==> src/rtl/falconsoar_pkg.sv <==
// Shared types for the exec-operator dispatcher: FSM states, queued command record, operator ids.
// Latency: n/a (types and constants only).
// Backpressure: n/a.
package falconsoar_pkg;

   localparam int DSP_OP_W   = 4;
   localparam int DSP_ADDR_W = 8;

   typedef enum logic [1:0] {
      DSP_IDLE  = 2'd0,
      DSP_ISSUE = 2'd1,
      DSP_WAIT  = 2'd2,
      DSP_ERR   = 2'd3
   } dsp_state_e;

   typedef struct packed {
      logic [DSP_OP_W-1:0]   op;
      logic [DSP_ADDR_W-1:0] src;
      logic [DSP_ADDR_W-1:0] dst;
   } dsp_cmd_t;

   // Operator-bank select codes
   localparam logic [DSP_OP_W-1:0] OP_SAMPLERZ = 4'd0;
   localparam logic [DSP_OP_W-1:0] OP_FFT      = 4'd1;
   localparam logic [DSP_OP_W-1:0] OP_IFFT     = 4'd2;
   localparam logic [DSP_OP_W-1:0] OP_NTT      = 4'd3;
   localparam logic [DSP_OP_W-1:0] OP_INTT     = 4'd4;
   localparam logic [DSP_OP_W-1:0] OP_POLYMUL  = 4'd5;

   // Build a command record from its three fields
   function automatic dsp_cmd_t dsp_pack(input logic [DSP_OP_W-1:0]   op,
                                         input logic [DSP_ADDR_W-1:0] src,
                                         input logic [DSP_ADDR_W-1:0] dst);
      dsp_cmd_t c;
      c.op  = op;
      c.src = src;
      c.dst = dst;
      return c;
   endfunction

endpackage

==> src/rtl/dsp_cmd_fifo.sv <==
// Circular command queue with wrap-around pointers and a count register; head is read combinationally.
// Latency: a pushed entry is visible at the head the cycle after the push edge.
// Backpressure: full_o deasserts acceptance; a push while full is taken only with a simultaneous pop.
module dsp_cmd_fifo
   import falconsoar_pkg::*;
#(
   parameter int FIFO_DEPTH = 4
) (
   input  logic     clk,
   input  logic     rst_n,
   input  logic     flush_i,
   input  logic     push_i,
   input  dsp_cmd_t wr_dat_i,
   input  logic     pop_i,
   output dsp_cmd_t rd_dat_o,
   output logic     full_o,
   output logic     empty_o
);

   localparam int PTR_W = (FIFO_DEPTH > 1) ? $clog2(FIFO_DEPTH) : 1;
   localparam logic [PTR_W:0] DEPTH_C = FIFO_DEPTH[PTR_W:0];

   dsp_cmd_t         mem_q [FIFO_DEPTH];
   logic [PTR_W-1:0] wr_ptr_q, rd_ptr_q;
   logic [PTR_W:0]   count_q, count_d;
   logic             push_ok, pop_ok;

   assign full_o   = (count_q == DEPTH_C);
   assign empty_o  = (count_q == '0);
   assign pop_ok   = pop_i && !empty_o;
   assign push_ok  = push_i && (!full_o || pop_ok);
   assign rd_dat_o = mem_q[rd_ptr_q];

   // Occupancy next-state from the accepted push/pop pair
   always_comb begin
      count_d = count_q;
      if (push_ok && !pop_ok) begin
         count_d = count_q + 1'b1;
      end else if (!push_ok && pop_ok) begin
         count_d = count_q - 1'b1;
      end
   end

   // Pointer and count update; power-of-two depth lets pointers wrap naturally
   always_ff @(posedge clk or negedge rst_n) begin
      if (!rst_n) begin
         wr_ptr_q <= '0;
         rd_ptr_q <= '0;
         count_q  <= '0;
      end else if (flush_i) begin
         wr_ptr_q <= '0;
         rd_ptr_q <= '0;
         count_q  <= '0;
      end else begin
         if (push_ok) wr_ptr_q <= wr_ptr_q + 1'b1;
         if (pop_ok)  rd_ptr_q <= rd_ptr_q + 1'b1;
         count_q <= count_d;
      end
   end

   // Storage write; contents need no reset since count gates every read
   always_ff @(posedge clk) begin
      if (push_ok && !flush_i) begin
         mem_q[wr_ptr_q] <= wr_dat_i;
      end
   end

endmodule

==> src/rtl/exec_task_dispatcher.sv <==
// Queues operator commands, issues each as a one-cycle start, waits for op_done, records latency, watchdogs hangs.
// Latency: accepted command into empty idle queue -> op_start high two edges later; op_done -> next op_start two edges later.
// Backpressure: cmd_ready drops while the command queue is full; the queue keeps accepting during the error state.
module exec_task_dispatcher
   import falconsoar_pkg::*;
#(
   parameter int FIFO_DEPTH = 4,
   parameter int OP_W       = DSP_OP_W,
   parameter int ADDR_W     = DSP_ADDR_W,
   parameter int CNT_W      = 16,
   parameter int TIMEOUT    = 4096
) (
   input  logic              clk,
   input  logic              rst_n,
   input  logic              cmd_valid,
   output logic              cmd_ready,
   input  logic [OP_W-1:0]   cmd_op,
   input  logic [ADDR_W-1:0] cmd_src,
   input  logic [ADDR_W-1:0] cmd_dst,
   output logic              op_start,
   output logic [OP_W-1:0]   op_type,
   output logic [ADDR_W-1:0] op_src,
   output logic [ADDR_W-1:0] op_dst,
   input  logic              op_done,
   input  logic              abort,
   output logic              seq_busy,
   output logic              seq_done,
   output logic              seq_err,
   output logic [CNT_W-1:0]  last_cycles
);

   localparam logic [CNT_W-1:0] CNT_LAST = CNT_W'(TIMEOUT - 1);
   localparam logic [CNT_W-1:0] CNT_MAX  = {CNT_W{1'b1}};

   dsp_state_e       state_q;
   dsp_cmd_t         op_cmd_q;
   logic             op_start_q, seq_done_q, seq_err_q;
   logic [CNT_W-1:0] cnt_q, last_cycles_q;

   dsp_cmd_t cmd_in, fifo_head;
   logic     fifo_full, fifo_empty, fifo_push, fifo_pop;

   // Pack the incoming command fields into the queue record
   always_comb begin
      cmd_in     = '0;
      cmd_in.op  = cmd_op;
      cmd_in.src = cmd_src;
      cmd_in.dst = cmd_dst;
   end

   // A command offered during abort is dropped; pops only happen from IDLE
   assign fifo_push = cmd_valid && !fifo_full && !abort;
   assign fifo_pop  = (state_q == DSP_IDLE) && !fifo_empty && !abort;

   dsp_cmd_fifo #(
      .FIFO_DEPTH (FIFO_DEPTH)
   ) u_fifo (
      .clk      (clk),
      .rst_n    (rst_n),
      .flush_i  (abort),
      .push_i   (fifo_push),
      .wr_dat_i (cmd_in),
      .pop_i    (fifo_pop),
      .rd_dat_o (fifo_head),
      .full_o   (fifo_full),
      .empty_o  (fifo_empty)
   );

   // Dispatch FSM with latency counter and registered handshake outputs
   always_ff @(posedge clk or negedge rst_n) begin
      if (!rst_n) begin
         state_q       <= DSP_IDLE;
         op_cmd_q      <= '0;
         op_start_q    <= 1'b0;
         seq_done_q    <= 1'b0;
         seq_err_q     <= 1'b0;
         cnt_q         <= '0;
         last_cycles_q <= '0;
      end else begin
         op_start_q <= 1'b0;
         seq_done_q <= 1'b0;
         if (abort) begin
            state_q   <= DSP_IDLE;
            seq_err_q <= 1'b0;
            cnt_q     <= '0;
         end else begin
            case (state_q)
               DSP_IDLE: begin
                  if (!fifo_empty) begin
                     op_cmd_q   <= fifo_head;
                     op_start_q <= 1'b1;
                     state_q    <= DSP_ISSUE;
                  end
               end
               DSP_ISSUE: begin
                  cnt_q   <= '0;
                  state_q <= DSP_WAIT;
               end
               DSP_WAIT: begin
                  // Completion on the timeout edge still counts as a completion
                  if (op_done) begin
                     last_cycles_q <= cnt_q + 1'b1;
                     seq_done_q    <= 1'b1;
                     state_q       <= DSP_IDLE;
                  end else if (cnt_q == CNT_LAST) begin
                     seq_err_q <= 1'b1;
                     state_q   <= DSP_ERR;
                  end else if (cnt_q != CNT_MAX) begin
                     cnt_q <= cnt_q + 1'b1;
                  end
               end
               default: begin
                  state_q <= DSP_ERR;
               end
            endcase
         end
      end
   end

   assign cmd_ready   = !fifo_full;
   assign op_start    = op_start_q;
   assign op_type     = op_cmd_q.op;
   assign op_src      = op_cmd_q.src;
   assign op_dst      = op_cmd_q.dst;
   assign seq_busy    = !fifo_empty || (state_q != DSP_IDLE);
   assign seq_done    = seq_done_q;
   assign seq_err     = seq_err_q;
   assign last_cycles = last_cycles_q;

endmodule

==> config.mk <==
export PLATFORM = sky130hd
export DESIGN_NAME = exec_task_dispatcher
export DESIGN_NICKNAME = d
export VERILOG_FILES = /design/src/rtl/falconsoar_pkg.sv /design/src/rtl/dsp_cmd_fifo.sv /design/src/rtl/exec_task_dispatcher.sv
export SDC_FILE = /design/constraint.sdc
export NUM_CORES = 1
export LEC_CHECK = 0
export ABC_AREA = 1
export ABC_CLOCK_PERIOD_IN_PS = 2100
export CAP_MARGIN = 20
export CORE_ASPECT_RATIO = 1.5
export CORE_UTILIZATION = 51
export DETAILED_ROUTE_END_ITERATION = 8
export PLACE_DENSITY = 0.76
export SETUP_SLACK_MARGIN = 0.05
export SLEW_MARGIN = 10
export SYNTH_ARGS = -nofsm -noshare
export SYNTH_HDL_FRONTEND = slang
export SYNTH_SLANG_ARGS = --single-unit
==> constraint.sdc <==
create_clock -name clk -period 2.1 [get_ports clk]
set_input_delay 0.21 -clock clk [delete_from_list [all_inputs] [get_ports clk]]
set_output_delay 0.21 -clock clk [all_outputs]
set_load 0.05 [all_outputs]
==> summary.md <==
| Metric | Value |
|---|---|
| Post-synthesis instance area | `0.006091 mm2` |
| # fillers | `916` |
| Slew of the pin with the lowest slew margin | `0.6897 ns` |
| Worst Setup Start Kind | `flip-flop` |
| Clock latency on the worst-skew pair | `0.42 ns` |
| Number of antenna violations at the first check in global routing | `0` |
| CTS Buf Count | `17` |
| Synthesized-area fraction occupied by xor and xnor cells | `0.7190%` |
| Setup skew after layout | `0.006497 ns` |
| Wire length after detailed routing | `13,330 um` |
| Post-synthesis share of cell area spent on and, or, nand and nor gates | `19.66%` |
| Cell area after layout | `0.007560 mm2` |
| Overflow after GRT | `0` |
| Area fraction in compound gates after synthesis | `8.176%` |
| Max-slew violation total from the final report | `0` |
| Kind of critical path | `flip-flop to flip-flop` |
| Leakage | `0.003086 uW` |
| Vertical die dimension | `135.8 um` |
| Setup Viol. Count Final | `0` |
| Post-DR vias/cell | `5.409` |
| Violation count after the first detailed-route iteration | `321` |
| Post-synthesis average cell area | `10.34 um2` |
| Worst path top cell family by delay | `simple AND/OR/NAND/NOR gates` |
| Wire length of the first global-routing pass | `22,090 um` |
| Number of violations of the max-capacitance limit | `0` |
| Final Wtd Congestion | `0.8868` |
| Count of flip-flops with a built-in enable after synthesis | `80` |
| Clock transition at the registers of the reported paths | `0.06 ns` |
| Wirelength per Cell | `16.10 um` |
| Most used DFF post-synth | `sky130_fd_sc_hd__edfxtp_1` |
| Dominant combinational cell family by area after synthesis | `simple AND/OR/NAND/NOR gates` |
| Multi-input gate area | `0.001837 mm2` |
| Yosys warnings | `0` |
| Required arrival time at the worst endpoint | `2.45 ns` |
| Relative max-transition margin | `53.97%` |
| Count of final hold-check violations | `0` |
| Area enclosed by the die boundary | `0.01239 mm2` |
| Core Util, Final | `65.22%` |
| Post-Synthesis Cells | `589` |
| CP arrival | `2.22 ns` |
| Slowest library cell on the worst path | `sky130_fd_sc_hd__dfrtp_1` |
| Most common cell on crit path | `sky130_fd_sc_hd__nand2_4` |
| Share of the clock period used by the worst path after layout | `89.05%` |
| Maximum fanout encountered on the critical timing path | `17` |
| Core Area | `0.01159 mm2` |
| Layout overhead on the synthesized area | `24.12%` |
| Power per unit of standard cell area | `1311 mW/mm2` |
| Peak supply drop | `0.9130 mV` |
| Starting density of the core | `52.55%` |
| # DRC | `0` |
| Launch point of the worst reg-to-reg path | `cnt_q[0]$_DFFE_PN0P_` |
| Net count of the mapped netlist | `620` |
| Post-layout min period | `1.870 ns` |
| Number of port buffers | `65` |
| Clk sink count | `144` |
| Via count of the first global-routing pass | `4,578` |
| Setup TNS | `0 ns` |
| Number of distinct library cell variants in the gate-level netlist after synthesis | `34` |
| Area after detailed placement | `0.006974 mm2` |
| Die outline width | `91.23 um` |
| Sequential Area | `0.004004 mm2` |
| Post-layout net count | `696` |
| Buffers from clock root to sink, at most | `2` |
| Endpoint class of the critical path | `flip-flop` |
| Vias after detailed routing | `4,479` |
| Multiplexer share of the synthesized area | `0%` |
| Proportion of layout cells with a drive suffix above 1 | `10.18%` |
| FF+latch count, synth | `144` |
| Number of placed I/O pins | `66` |
| Max stage delay on crit path | `0.43 ns` |
| Result of the run | `finished, final reports clean` |
| Worst min-delay path class | `input pin to async pin` |
| Buffer and inverter count on the worst path | `1` |
| CTS root buf | `sky130_fd_sc_hd__clkbuf_16` |
| CTS H-tree depth | `4` |
| Inserted Diodes | `0` |
| RSZ-0062 raised after global routing | `no` |
| Highest clock rate | `0.5347 GHz` |
| Timing startpoint of the critical path | `cnt_q[0]$_DFFE_PN0P_` |
| Sequential cell area fraction in the yosys report | `65.74%` |
| Crit-path cells | `ha_1 > nand3_2 > inv_2 > nand2_4 > nor2_4 > nand2_2 > nand2_2 > nand2_4 > nand2_4 > nand2_1 > nand2_1` |
| CTS tree | `built` |
| Adder-cell share of the synthesized area | `1.356%` |
| Number of rows in the core area | `48` |
| Detail Placement HPWL | `8793 um` |
| Pin count of the biggest net entering global routing | `44` |
| 1st-pass router iterations | `5` |
| Count of nets left with antenna violations after detail routing | `0` |
| Global-route usage over all layers | `23.59%` |
| Proportion of register bits with asynchronous set or reset after synthesis | `44.44%` |
## state kept, by name, indices dropped and copies added (netlist names)
name and flops:
cnt_q 16, seq_done 1, last_cycles 16, op_src 8
u_fifo.wr_ptr_q 2, op_dst 8, op_type 4, u_fifo.count_q 3
u_fifo.rd_ptr_q 2, op_start 1, u_fifo.mem_q 80, seq_err 1
state_q 2
## layout make-up
class | count | area share [%]
sequential | 144 | 52.96
multi-input combinational | 387 | 24.30
timing repair buffer | 81 | 10.99
tap | 150 | 2.483
clock buffer | 17 | 5.627
clock inverter | 15 | 1.953
inverter | 34 | 1.688
## where the power goes
part	leakage (uW)	internal (uW)	switching (uW)
registers	0.00157	3430	223
clock network	0.000279	1660	1220
logic	0.00124	1040	2330
## per-layer routing
layer	vias up	track usage (%)	wire, um
li1	2139	-	-
met1	2171	26.38	4999
met2	144	42.55	7369
met3	25	4.922	673
met4	0	11.82	285
met5	-	0	0
## stage by stage
step	setup slack [ns]	std cells	total power, uW	hold WS (ns)
after CTS	0.1072	828	9999	0.3380
after global routing	0.08671	828	10420	0.3874
final	0.2299	828	9911	0.3259
after detailed placement	0.05722	795	7092	0.2337
after floorplan	0.08479	589	5972	-0.08559
after global placement	0.1023	795	6992	0.2215
## cell families (layout without fill, tap and decap cells)
group,Yosys count,count (layout)
compound gates,91,91
buf+inv,58,147
simple gates,285,285
xor+xnor,5,5
flops,144,144
fa+ha+maj,6,6
## what timing repair did
item                                    in CTS  in global routing
endpoints found under the hold margin       21                  0
endpoints found under the setup margin       0                  1
hold buffers                                 1                  0
buffers inserted                             0                  0
gates resized for setup                      0                  1
## synth_stat cells, types with 4 or more instances
library cell               count  share of area [%]
sky130_fd_sc_hd__clkbuf_1     15               0.92
sky130_fd_sc_hd__xor2_1        4               0.58
sky130_fd_sc_hd__o21ai_0      58                4.8
sky130_fd_sc_hd__nor2_1       79                4.9
sky130_fd_sc_hd__nand2_1     156                9.6
sky130_fd_sc_hd__o22ai_1      20                2.1
sky130_fd_sc_hd__inv_1        31                1.9
sky130_fd_sc_hd__a21oi_1       4               0.33
sky130_fd_sc_hd__edfxtp_1     80                 39
sky130_fd_sc_hd__buf_2         4               0.33
sky130_fd_sc_hd__ha_1          5                1.0
sky130_fd_sc_hd__nand2_4       4               0.74
sky130_fd_sc_hd__dfrtp_1      64                 26
sky130_fd_sc_hd__nand4_1       4               0.41
sky130_fd_sc_hd__nand3_1      28                2.3
## layout by cell type, fill, tap and decap left out, drive strengths merged
cell type	n
fa	1
nand3	29
xor2	4
nand2	163
clkdlybuf4s50	62
nand3b	2
clkinv	5
buf	17
clkbuf	17
clkinvlp	2
inv	41
nand4	4
o22ai	20
dlygate4sd3	1
xnor2	1
dlymetal6s2s	1
nor2	83
dfrtp	64
o21ai	61
o21a	1
ha	5
and2	1
a22o	2
o21bai	3
bufinv	1
a21oi	4
nor3	3
edfxtp	80
## worst paths after layout
| check | endpoint | cells after the start | slack, ns |
|---|---|---|---|
| setup / recovery | cnt_q[10]$_DFFE_PN0P_ | 11 | 0.23 |
| hold / removal | op_dst[3]$_DFFE_PN0P_ | 2 | 0.33 |
| setup reg to reg | cnt_q[10]$_DFFE_PN0P_ | 11 | 0.23 |
| hold reg to reg | last_cycles[12]$_DFFE_PN0P_ | 2 | 0.48 |
| max in group asynchronous | op_src[0]$_DFFE_PN0P_ | 3 | 1.16 |
| min in group clk | u_fifo.mem_q[0][10]$_DFFE_PP_ | 1 | 0.43 |
No activity file was read; power rests on OpenSTA's default activity.
